--- config.mk ---
export PLATFORM = sky130hd
export DESIGN_NAME = e_clkgen_ws
export DESIGN_NICKNAME = d
export VERILOG_FILES = /design/src/rtl/e_clkgen_ws.sv
export SDC_FILE = /design/constraint.sdc
export NUM_CORES = 1
export LEC_CHECK = 0
export CAP_MARGIN = 20
export CORE_MARGIN = 2
export CORE_UTILIZATION = 59
export DETAILED_ROUTE_END_ITERATION = 12
export DONT_BUFFER_PORTS = 1
export GPL_TIMING_DRIVEN = 0
export PLACE_DENSITY = 0.75
export SLEW_MARGIN = 20
export SYNTH_ARGS = -nofsm -noshare
export SYNTH_HDL_FRONTEND = slang
export SYNTH_SLANG_ARGS = --single-unit
--- constraint.sdc ---
create_clock -name CLKX4 -period 3.1 [get_ports CLKX4]
set_input_delay 0.155 -clock CLKX4 [delete_from_list [all_inputs] [get_ports CLKX4]]
set_output_delay 0.155 -clock CLKX4 [all_outputs]
set_load 0.02 [all_outputs]
--- src/rtl/e_clkgen_ws.sv ---
`timescale 1ns/1ps
// e_clkgen_ws: 6809E quadrature clock generator (QX/EX from CLKX4) that stretches
// the E-high phase for I/O-window accesses and MRDY requests, capped by MAX_STRETCH.
module e_clkgen_ws #(
   parameter int unsigned PHASE_LEN   = 1,
   parameter logic [15:0] IO_ADDR_MIN = 16'hFC00,
   parameter logic [15:0] IO_ADDR_MAX = 16'hFEFF,
   parameter int unsigned IO_WAIT     = 1,
   parameter int unsigned MAX_STRETCH = 15
) (
   input  logic        CLKX4,
   input  logic        nRESET,
   input  logic [15:0] ADDR,
   input  logic        BA,
   input  logic        MRDY,
   output logic        QX,
   output logic        EX,
   output logic        STRETCH,
   output logic        TIMEOUT
);

   // Encoding places QX, EX and STRETCH on individual state flops: {STRETCH, EX, QX}.
   typedef enum logic [2:0] {
      S0 = 3'b000,
      S1 = 3'b001,
      S2 = 3'b011,
      S3 = 3'b010,
      SX = 3'b110
   } state_t;

   localparam logic [3:0] C_QLAST       = 4'(PHASE_LEN - 1);
   localparam logic [3:0] C_IO_WAIT     = 4'(IO_WAIT);
   localparam logic [3:0] C_MAX_STRETCH = 4'(MAX_STRETCH);

   state_t     r_state, w_state_nxt;
   logic [3:0] r_qcnt, w_qcnt_nxt;
   logic [3:0] r_wait, w_wait_nxt;
   logic [3:0] r_scnt, w_scnt_nxt;
   logic       r_timeout, w_timeout_nxt;
   logic       w_qend;
   logic       w_in_window;
   logic       w_req;

   assign w_qend      = (r_qcnt == C_QLAST);
   assign w_in_window = (ADDR >= IO_ADDR_MIN) && (ADDR <= IO_ADDR_MAX) && !BA;
   assign w_req       = (r_wait != 4'd0) || !MRDY;

   // NOTE: state flops use non-blocking assignments so every register samples pre-edge values.
   always_ff @(posedge CLKX4 or negedge nRESET) begin
      if (!nRESET) begin
         r_state   <= S0;
         r_qcnt    <= 4'd0;
         r_wait    <= 4'd0;
         r_scnt    <= 4'd0;
         r_timeout <= 1'b0;
      end else begin
         r_state   <= w_state_nxt;
         r_qcnt    <= w_qcnt_nxt;
         r_wait    <= w_wait_nxt;
         r_scnt    <= w_scnt_nxt;
         r_timeout <= w_timeout_nxt;
      end
   end

   always_comb begin
      // NOTE: every signal driven here gets a default first, so no latch can be inferred.
      w_state_nxt   = r_state;
      w_qcnt_nxt    = r_qcnt + 4'd1;
      w_wait_nxt    = r_wait;
      w_scnt_nxt    = r_scnt;
      w_timeout_nxt = 1'b0;

      if (w_qend) begin
         w_qcnt_nxt = 4'd0;
         case (r_state)
            S0: w_state_nxt = S1;
            S1: begin
               w_state_nxt = S2;
               w_wait_nxt  = w_in_window ? C_IO_WAIT : 4'd0;
               w_scnt_nxt  = 4'd0;
            end
            S2: w_state_nxt = S3;
            S3, SX: begin
               // I/O wait and MRDY overlap: either one keeps E high for another quarter.
               if (w_req && (r_scnt < C_MAX_STRETCH)) begin
                  w_state_nxt = SX;
                  w_scnt_nxt  = r_scnt + 4'd1;
                  if (r_wait != 4'd0) begin
                     w_wait_nxt = r_wait - 4'd1;
                  end
               end else begin
                  w_state_nxt   = S0;
                  w_timeout_nxt = w_req;
               end
            end
            default: w_state_nxt = S0;
         endcase
      end
   end

   assign QX      = r_state[0];
   assign EX      = r_state[1];
   assign STRETCH = r_state[2];
   assign TIMEOUT = r_timeout;

endmodule

==> metrics.md, run 1 <==
| Metric | Value |
|---|---|
| Peak VDD IR | `0.420 mV` |
| Final Setup Violations | `0` |
| Pwr dens | `836 nW/um2` |
| Total gr overflow | `0` |
| Slowest cell on the critical path | `or3_2` |
| CTS Hold Buffers Added | `1` |
| Clock transition at path regs | `0.10 ns` |
| Top delay family on crit path | `simple AND/OR/NAND/NOR gates` |
| FFs w/ async S/R, synth | `100%` |
| Fmax | `421 MHz` |
| Share of the synthesized area in the top cell type | `49.7%` |
| Hold Path Class | `input pin to flip-flop` |
| Post-Syn Instances | `76` |
| Max Slew Vio Count | `0` |
| Die width | `41.0 um` |
| Initial core utilization | `62.7%` |
| GR Util met1 | `22.4%` |
| Die H | `41.0 um` |
| Distinct cell type count after synthesis | `29` |
| Crit end category | `flip-flop` |
| Ys flop type | `dfrtp_1` |
| Global-route wire length before repair | `2110 um` |
| Vias in the first global route | `541` |
| YS warnings | `0` |
| Gr busiest metal | `met2` |
| Clock Latency Late Sink | `0.29 ns` |
| Die area | `1680 um2` |
| CP arrival | `2.55 ns` |
| Clock sink count | `16` |
| Slowest cell delay on critical path | `0.44 ns` |
| Inserted Diodes | `0` |
| Iter 0 DRT Violations | `13` |
| Port bufs | `0` |
| # IOs | `24` |
| Post-CTS Setup Repair Bufs | `0` |
| Residual DRC | `0` |
| CTS H-Tree Depth | `1` |
| Final #Nets | `106` |
| DR WL/cell | `14.2 um` |
| Final antenna-violating net count | `0` |
| Rel. slew slack | `52.8%` |
| Fillers | `96` |
| Min Clock Period, post-route | `2.37 ns` |
| Synth Net Count | `100` |
| Hold_ws | `0.185 ns` |
| Register area share after synthesis | `49.7%` |
| Fin Clk Skew | `0.00734 ns` |
| Multi-input logic area | `372 um2` |
| Yosys reg bits | `16` |
| Worst Tran Pin Value | `0.706 ns` |
| Post-CTS sizing | `0` |
| Clock Tree Buf Depth | `2` |
| Leading area contributor after synthesis | `dfrtp_1` |
| Root buf cell | `clkbuf_4` |
| Worst Path Required | `3.27 ns` |
| Unrepaired setup endpoints after global routing | `false` |
| Share of cells above drive strength 1 | `11.1%` |
| Router iterations before antenna repair | `3` |
| Synth Cell Area | `806 um2` |
| CTS tree | `yes` |
| Hold Vio Cnt, Final | `0` |
| Layout Area Growth over Synthesis | `8.07%` |
| Pin count of the biggest net entering global routing | `17` |
| CP startpoint kind | `flip-flop` |
| Core Footprint | `1280 um2` |
| FP Rows | `13` |
| FF/Latch Area | `400 um2` |
| Initial antenna violation count | `0` |
| Met3 Track Usage GR | `5.43%` |
| GRT Overall Usage | `20.0%` |
| Critical-path cell list | `inv_1 > ha_1 > or3b_1 > buf_6 > or3_2 > clkbuf_1 > nand2_1 > mux2_2` |
| Status | `finished, final reports clean` |
| Crit Path Category | `flip-flop to flip-flop` |
| Critical Path Fanout Max | `9` |
| DPL Wire Length | `1030 um` |
| Met2 GRT Util | `32.0%` |
| TritonCTS buffer count | `3` |
| Routability cong. | `0.653` |
| Routed via count | `556` |
| MaxCap Viol Count | `0` |
| WL final | `1370 um` |
| Mean post-synth cell area | `10.6 um2` |
| EDFF count, synth | `0` |
| Setup TNS Final | `0 ns` |
| Tcrit/Tclk final | `76.6%` |
| Worst Path Buf+Inv | `3` |
| Top cells by area, synth | `dfrtp_1 (50%), ha_1 (6.2%), nand2_1 (5.1%)` |
| Pleak | `0.426 nW` |
| Vias per cell | `5.79` |
## flip-flops by register name, indices dropped and copies added, names as in the netlist
signal	cells
TIMEOUT	1
r_scnt	4
r_qcnt	4
r_wait	4
r_state	3
## kinds of logic (layout without fill, tap and decap cells)
group	after synthesis	in the layout	synth area share (%)
buf+inv	7	12	4.19
simple gates	33	33	23.6
flops	16	16	49.7
fa+ha+maj	4	4	6.21
compound gates	9	9	7.61
xor+xnor	2	2	2.17
mux	5	5	6.52
## cells in the mapped netlist (2+ instances only)
library cell and count:
o31ai_1 2, mux2i_1 3, ha_1 4, nand4_1 2
nand2_1 11, mux2_2 2, dfrtp_1 16, nor3b_1 2
or3_1 2, o211ai_1 2, o21ai_0 2, and3_1 2
inv_1 5, xnor2_1 2, nor2_1 4, nand2b_1 2
## worst register-to-register path, cell delays in order (launching register included)
cell and delay (ns):
dfrtp_1 0.42, inv_1 0.07, ha_1 0.16, or3b_1 0.36, buf_6 0.14, or3_2 0.44
clkbuf_1 0.18, nand2_1 0.14, mux2_2 0.35
## worst paths after layout
kind / start / endpoint / depth (start not counted) / slack, ns
max in group asynchronous: nRESET / r_wait[2] / 1 / 2.30
min in group asynchronous: nRESET / r_state[1] / 1 / 0.35
max reg2reg: r_qcnt[0] / r_wait[0] / 8 / 0.73
min: MRDY / TIMEOUT / 2 / 0.19
min reg2reg: r_scnt[3] / r_scnt[3] / 1 / 0.48
max: r_qcnt[0] / r_wait[0] / 8 / 0.73
## per-layer routing
layer / part of all wire (%) / routed length, um
met5: 0 / 0
met4: 0.44 / 6
met3: 5.1 / 69
met2: 50 / 685
met1: 44 / 604
## area by class of cell
type                            count  area share, %
Timing Repair Buffer                1           1.15
Buffer                              2           1.72
Inverter                            5           2.16
Sequential cell                    16           46.0
Tap cell                           15           2.16
Multi-Input combinational cell     53           42.7
Clock buffer                        4           4.17
## per-stage QoR
step / setup slack [ns] / instance area [um2] / util (%) / cells / power (W)
4_1_cts: 0.726 / 871 / 67.8 / 96 / 0.000735
5_1_grt: 0.617 / 871 / 67.8 / 96 / 0.000792
3_5_place_dp: 0.753 / 825 / 64.2 / 91 / 0.000590
2_1_floorplan: 0.908 / 806 / - / 76 / 0.000531
3_3_place_gp: 0.776 / 825 / 64.2 / 91 / 0.000573
6_report: 0.726 / 871 / 67.8 / 96 / 0.000728
## where the power goes
| group | leakage, nW | internal, W | total [W] | switching (W) |
|---|---|---|---|---|
| sequential | 0.212 | 0.000267 | 0.000344 | 0.0000770 |
| clock | 0.0210 | 0.0000715 | 0.000138 | 0.0000664 |
| combinational | 0.193 | 0.000116 | 0.000247 | 0.000131 |
## cells in the final DEF (no fill, tap or decap)
master / n
nand4bb_1: 1
clkbuf_8: 1
nor4b_1: 1
and3_1: 2
or3_1: 2
or3_2: 1
clkbuf_1: 1
nand4_1: 2
inv_1: 5
o22ai_1: 1
dfrtp_1: 16
clkbuf_4: 3
a21o_1: 1
o21ai_0: 2
nor3b_1: 2
nand3_1: 1
nand3b_1: 1
nand4b_1: 1
or4_4: 1
a21boi_1: 1
dlygate4sd3_1: 1
nor2_1: 4
buf_6: 1
nand2_1: 11
nand2b_1: 2
mux2_2: 2
o211ai_1: 2
mux2i_1: 3
xnor2_1: 2
o31ai_1: 2
or3b_1: 1
ha_1: 4
(Power assumes the default switching activity.)
==> run 2, diff against run 1 <==
Settings changed: CORE_UTILIZATION 59 to 53, PLACE_DENSITY 0.75 to 0.71.
Clock period 3.1 ns to 2.1 ns, I/O delays scaled along.
==> run 2 against run 1 <==
Compared with the run above: the run now ends with negative setup slack left; critical endpoint is now r_wait[1]; non-clock buffer count up 5; final cell count up 5.2%; critical path type unchanged; combinational power up 74%; clock skew down 0.00068 ns; first-iteration DRC count down 62%.
==> metrics.md, run 2 (synthesis gave the netlist of run 1 again) <==
| Metric | Value |
|---|---|
| Pin count of the biggest net entering global routing | `17` |
| Max Slew Vio Count | `0` |
| Rel. slew slack | `53.4%` |
| CTS H-Tree Depth | `1` |
| Dpl cells | `92` |
| Fillers | `127` |
| Initial antenna violation count | `0` |
| Sw Share | `37.5%` |
| GRT Overall Usage | `18.2%` |
| Pwr dens | `1180 nW/um2` |
| Final antenna-violating net count | `0` |
| Fin Clk Skew | `0.00666 ns` |
| Power after layout | `0.00109 W` |
| Clock Tree Buf Depth | `2` |
| Status | `finished with violations` |
| Final #Nets | `111` |
| Fmax | `467 MHz` |
| FF-to-FF path depth | `7` |
| MaxCap Viol Count | `0` |
| Area of placed instances | `842 um2` |
| R2r startpoint | `r_qcnt[0]` |
| Sw Pwr | `0.000409 W` |
| Hold path cells | `2` |
| Inserted Diodes | `0` |
| Pleak | `0.459 nW` |
| Most common cell after layout, fill and taps aside | `dfrtp_1` |
| Clock transition at path regs | `0.08 ns` |
| FP Rows | `14` |
| Worst Tran Pin Value | `0.697 ns` |
| RR Endpoint | `r_wait[1]` |
| # IOs | `24` |
| Die H | `43.0 um` |
| Failing checks | `negative setup slack` |
| Biggest regs | `r_qcnt (4), r_scnt (4), r_wait (4)` |
| Final cell count without fillers | `101` |
| Post-route design area | `927 um2` |
| Unrepaired setup endpoints after global routing | `true` |
| Total gr overflow | `0` |
| Crit end category | `flip-flop` |
| Power Internal | `0.000682 W` |
| Tcrit/Tclk final | `102%` |
| Peak VDD IR | `0.788 mV` |
| Critical Path Fanout Max | `4` |
| CTS tree | `yes` |
| Clk pwr share | `13.9%` |
| Die width | `43.0 um` |
| Vias in the first global route | `557` |
| Worst Slack Setup Final | `-0.0406 ns` |
| WL final | `1380 um` |
| Port bufs | `0` |
| Worst Hold Endpoint | `TIMEOUT` |
| CP arrival | `2.32 ns` |
| Layout Area Growth over Synthesis | `15.1%` |
| TritonCTS buffer count | `3` |
| Iter 0 DRT Violations | `5` |
| Crit Path Category | `flip-flop to flip-flop` |
| Min Clock Period, post-route | `2.14 ns` |
| Combinational power share | `39.3%` |
| Hold Path Class | `input pin to flip-flop` |
| Worst R2R Setup Slack | `-0.04 ns` |
| Final Setup Violations | `3` |
| Routability cong. | `0.763` |
| Die area | `1850 um2` |
| Initial core utilization | `54.8%` |
| DR WL/cell | `13.6 um` |
| Clock Latency Late Sink | `0.28 ns` |
| Most frequent cells in the layout | `dfrtp_1 (16), nand2_1 (10), inv_1 (5)` |
| Hold Vio Cnt, Final | `0` |
| Share of cells above drive strength 1 | `20.0%` |
| Clock sink count | `16` |
| Seq pwr share | `46.9%` |
| Global-route wire length before repair | `2390 um` |
| DPL Wire Length | `998 um` |
| Core Footprint | `1470 um2` |
| Routed via count | `578` |
| Vias per cell | `5.72` |
| Residual DRC | `0` |
| Root buf cell | `clkbuf_4` |
| Router iterations before antenna repair | `3` |
| Worst Path Required | `2.27 ns` |
| CP startpoint kind | `flip-flop` |
| Worst hold path startpoint | `MRDY` |
[run 2: how the worst max path moves through the flow]
stage / start / end / slack, ns / depth (start not counted)
after global placement: r_qcnt[0] / r_wait[1] / -0.08 / 7
after floorplan: r_qcnt[0] / r_wait[0] / -0.02 / 7
final: r_qcnt[0] / r_wait[1] / -0.04 / 7
after global routing: r_qcnt[0] / r_wait[3] / -0.14 / 7
after CTS: r_qcnt[0] / r_wait[1] / -0.05 / 7
after detailed placement: r_qcnt[0] / r_wait[3] / -0.1 / 7
[run 2: area by class of cell]
| cell class | instances | area, um2 | area share [%] |
|---|---|---|---|
| flip-flops and latches | 16 | 400 | 43.2 |
| multi-input cells | 53 | 389 | 42.0 |
| repair buffers | 6 | 51.3 | 5.53 |
| plain buffers | 2 | 25.0 | 2.70 |
| clock buffers | 3 | 22.5 | 2.43 |
| well taps | 16 | 20.0 | 2.16 |
| inverters | 5 | 18.8 | 2.02 |
[run 2: repair_timing]
action	CTS	global route
buffers inserted	4	1
setup endpoints to repair	5	7
pin swaps	3	3
gates resized for setup	0	4
hold buffers	1	0
hold endpoints to repair	16	0
[run 2: critical path, cell delays in order, from the launching register on]
cell	delay, ns
dfrtp_1	0.38
inv_1	0.06
ha_1	0.14
or3b_1	0.35
buf_6	0.13
or4_4	0.55
nand2_2	0.11
mux2_2	0.32
[run 2: through the flow]
step	hold WS, ns	utilization (%)	setup TNS, ns	setup WS [ns]
2_1_floorplan	-0.191	-	-0.0413	-0.0160
4_1_cts	0.132	61.5	-0.156	-0.0546
6_report	0.144	63.0	-0.116	-0.0406
5_1_grt	0.146	63.0	-0.461	-0.141
3_3_place_gp	-0.190	57.2	-0.238	-0.0770
3_5_place_dp	-0.190	57.2	-0.337	-0.0954
[run 2: power by group through the flow]
stage | Combinational [W] | Sequential [W] | Clock (W)
after floorplan | 0.000320 | 0.000493 | 0
after global placement | 0.000362 | 0.000511 | 0
after detailed placement | 0.000382 | 0.000515 | 0
after CTS | 0.000406 | 0.000509 | 0.000161
after global routing | 0.000484 | 0.000525 | 0.000177
final | 0.000429 | 0.000511 | 0.000151
[run 2: per-layer routing]
layer  vias to the layer above  GRT usage, %  routed length [um]
li1                        285             -                   -
met3                         2          8.94                  73
met1                       280          21.4                 577
met5                         -             0                   0
met4                         0          7.27                  20
met2                        11          28.5                 707
==> run 3, diff against run 2 <==
Settings changed: ABC_AREA from default to 1, CORE_ASPECT_RATIO from default to 0.8, CORE_UTILIZATION 53 to 54, PLACE_DENSITY 0.71 to 0.72.
==> run 3 against run 2 <==
Compared with the run above: the flow now finishes without violations; final cell count increased by 33%; first-iteration DRC count unchanged; non-clock buffer count decreased by 7; largest cell class is now multi-input gates; sequential share of layout area decreased by 2.4 points; area after synthesis increased by 14%; register-to-register slack improved by 0.72 ns; flip-flop and latch count unchanged; critical endpoint is now r_wait[2].
==> metrics.md, run 3 <==
| Metric | Value |
|---|---|
| Gr busiest metal | `met2` |
| Share of cells above drive strength 1 | `17.9%` |
| Critical-path cell list | `inv_1 > ha_1 > nand4_2 > nand2_1 > nand2_2 > nand3_1 > nand2_1` |
| CTS Hold Buffers Added | `1` |
| MaxCap Viol Count | `0` |
| Count leader, synth | `nand2_1` |
| CP most frequent cell | `nand2_1` |
| Vias in the first global route | `595` |
| Setup TNS Final | `0 ns` |
| Initial antenna violation count | `0` |
| Worst Tran Pin Value | `0.677 ns` |
| Mean post-synth cell area | `8.53 um2` |
| GRT Overall Usage | `17.1%` |
| Die H | `40.9 um` |
| Final antenna-violating net count | `0` |
| Critical Path Fanout Max | `5` |
| Layout Area Growth over Synthesis | `6.52%` |
| Hold Path Class | `input pin to flip-flop` |
| FP Rows | `13` |
| Unrepaired setup endpoints after global routing | `false` |
| FF-to-FF path depth | `7` |
| Worst Path Buf+Inv | `1` |
| Power Internal | `0.000646 W` |
| Total gr overflow | `0` |
| Worst R2R Setup Slack | `0.68 ns` |
| Status | `finished, final reports clean` |
| Power after layout | `0.00118 W` |
| Rel. slew slack | `54.7%` |
| DPL Wire Length | `1150 um` |
| Pwr dens | `1200 nW/um2` |
| Residual DRC | `0` |
| Inserted Diodes | `0` |
| Top cells by area, synth | `dfrtp_1 (43%), nand2_1 (10%), nand3_1 (7.1%)` |
| Die area | `2050 um2` |
| EDFF count, synth | `0` |
| Initial core utilization | `57.2%` |
| Hold path cells | `5` |
| Max Slew Vio Count | `0` |
| Met3 Track Usage GR | `8.03%` |
| Final Setup Violations | `0` |
| Register area share after synthesis | `43.5%` |
| Iter 0 DRT Violations | `5` |
| WL final | `1470 um` |
| Clock Tree Buf Depth | `2` |
| Met2 GRT Util | `28.3%` |
| R2r startpoint | `r_wait[0]` |
| YS warnings | `0` |
| RR Endpoint | `r_wait[2]` |
| TritonCTS buffer count | `3` |
| Routability cong. | `0.751` |
| Ys flop type | `dfrtp_1` |
| Die width | `50.2 um` |
| Routed via count | `679` |
| Vias per cell | `5.07` |
| Clock transition at path regs | `0.08 ns` |
| Final #Nets | `138` |
| Worst Slack Setup Final | `0.684 ns` |
| Clock Latency Late Sink | `0.28 ns` |
| Clock sink count | `16` |
| Source of the critical timing path | `r_wait[0]` |
| FFs w/ async S/R, synth | `100%` |
| Post-CTS sizing | `0` |
| Fillers | `135` |
| Crit end category | `flip-flop` |
| CTS H-Tree Depth | `1` |
| Port bufs | `0` |
| Leading area contributor after synthesis | `dfrtp_1` |
| CP arrival | `1.59 ns` |
| Slowest cell delay on critical path | `0.39 ns` |
| Tcrit/Tclk final | `67.4%` |
| Root buf cell | `clkbuf_4` |
| Router iterations before antenna repair | `3` |
| Global-route wire length before repair | `2430 um` |
| Slowest cell on the critical path | `dfrtp_1` |
| Most common cell after layout, fill and taps aside | `nand2_1` |
| Fmax | `706 MHz` |
| Post-Syn Instances | `108` |
| Pin count of the biggest net entering global routing | `17` |
| Pleak | `0.505 nW` |
| Post-CTS Setup Repair Bufs | `0` |
| Synth Cell Area | `921 um2` |
| Post-Place Setup Slack | `0.708 ns` |
| Worst Path Required | `2.27 ns` |
| # IOs | `24` |
| Most frequent cells in the layout | `nand2_1 (25), dfrtp_1 (16), nand3_1 (13), nor2_1 (11), inv_1 (10)` |
| DR WL/cell | `11.0 um` |
| CP startpoint kind | `flip-flop` |
| Clk pwr share | `12.8%` |
| Core Footprint | `1610 um2` |
| Distinct cell type count after synthesis | `21` |
| Combinational power share | `46.1%` |
| Min Clock Period, post-route | `1.42 ns` |
| Post-synth top cells | `nand2_1 (25), dfrtp_1 (16), nand3_1 (13), nor2_1 (11), inv_1 (10)` |
| Biggest regs | `r_qcnt (4), r_scnt (4), r_wait (4)` |
| Synth Net Count | `132` |
| Sw Pwr | `0.000532 W` |
| Top delay family on crit path | `simple AND/OR/NAND/NOR gates` |
| Sw Share | `45.2%` |
| Worst hold path startpoint | `BA` |
| Yosys reg bits | `16` |
| Hold Vio Cnt, Final | `0` |
| GR Util met1 | `19.4%` |
| Worst Hold Endpoint | `r_wait[0]` |
| Seq pwr share | `41.1%` |
| Share of the synthesized area in the top cell type | `43.5%` |
| Peak VDD IR | `0.555 mV` |
| CTS tree | `yes` |
| Crit Path Category | `flip-flop to flip-flop` |
| Fin Clk Skew | `0.00579 ns` |
==> run 3: changes by cell type after synthesis, moves of 3 or more <==
cell,previous run,this run
o21ai_1,0,3
inv_1,5,10
inv_2,0,5
nand2_2,0,4
nand3_1,1,13
mux2i_1,3,0
nand2_4,0,3
nor2_1,4,11
nand2_1,11,25
==> run 3: layout make-up <==
cell class	count	area [um2]	share of cell area, %
Multi-Input combinational cell	77	464	47.3
Sequential cell	16	400	40.8
Inverter	15	56.3	5.74
Tap cell	22	27.5	2.81
Clock buffer	3	22.5	2.30
Timing Repair Buffer	1	10.0	1.02
==> run 3: worst reg2reg max path, cell delays in order (launching register included) <==
cell,delay (ns)
dfrtp_1,0.39
inv_1,0.11
ha_1,0.24
nand4_2,0.18
nand2_1,0.12
nand2_2,0.10
nand3_1,0.11
nand2_1,0.06
==> run 3: worst max path at each step <==
stage	to	slack [ns]	cells past startpoint
floorplan	r_wait[0]	0.85	7
global placement	r_wait[2]	0.71	7
detailed placement	r_wait[2]	0.71	7
CTS	r_wait[3]	0.69	8
global route	r_wait[3]	0.58	7
finish	r_wait[2]	0.68	7
==> run 3: cells by family (layout without fill, tap and decap cells) <==
logic type / Yosys count / count (layout) / synth area share [%]
simple gates: 64 / 64 / 38.2
flops: 16 / 16 / 43.5
buf+inv: 15 / 19 / 6.11
compound gates: 5 / 5 / 2.99
fa+ha+maj: 4 / 4 / 5.43
xor+xnor: 4 / 4 / 3.81
==> run 3: through the flow <==
step	utilization, %	cells	hold WS [ns]	instance area [um2]
5_1_grt	60.9	134	0.129	981
3_5_place_dp	58.9	130	-0.190	948
6_report	60.9	134	0.102	981
3_3_place_gp	58.9	130	-0.190	948
2_1_floorplan	-	108	-0.191	921
4_1_cts	60.9	134	0.102	981
==> run 3: power by group through the flow <==
stage / logic, W / registers (W) / clock network, W
2_1_floorplan: 0.000457 / 0.000476 / 0
3_3_place_gp: 0.000521 / 0.000486 / 0
3_5_place_dp: 0.000540 / 0.000491 / 0
4_1_cts: 0.000549 / 0.000484 / 0.000160
5_1_grt: 0.000622 / 0.000494 / 0.000170
6_report: 0.000543 / 0.000484 / 0.000150
==> run 3: per-layer routing <==
| layer | vias up | routed length (um) |
|---|---|---|
| met5 | - | 0 |
| met2 | 17 | 649 |
| met3 | 5 | 97 |
| met1 | 301 | 700 |
| met4 | 0 | 26 |
| li1 | 356 | - |
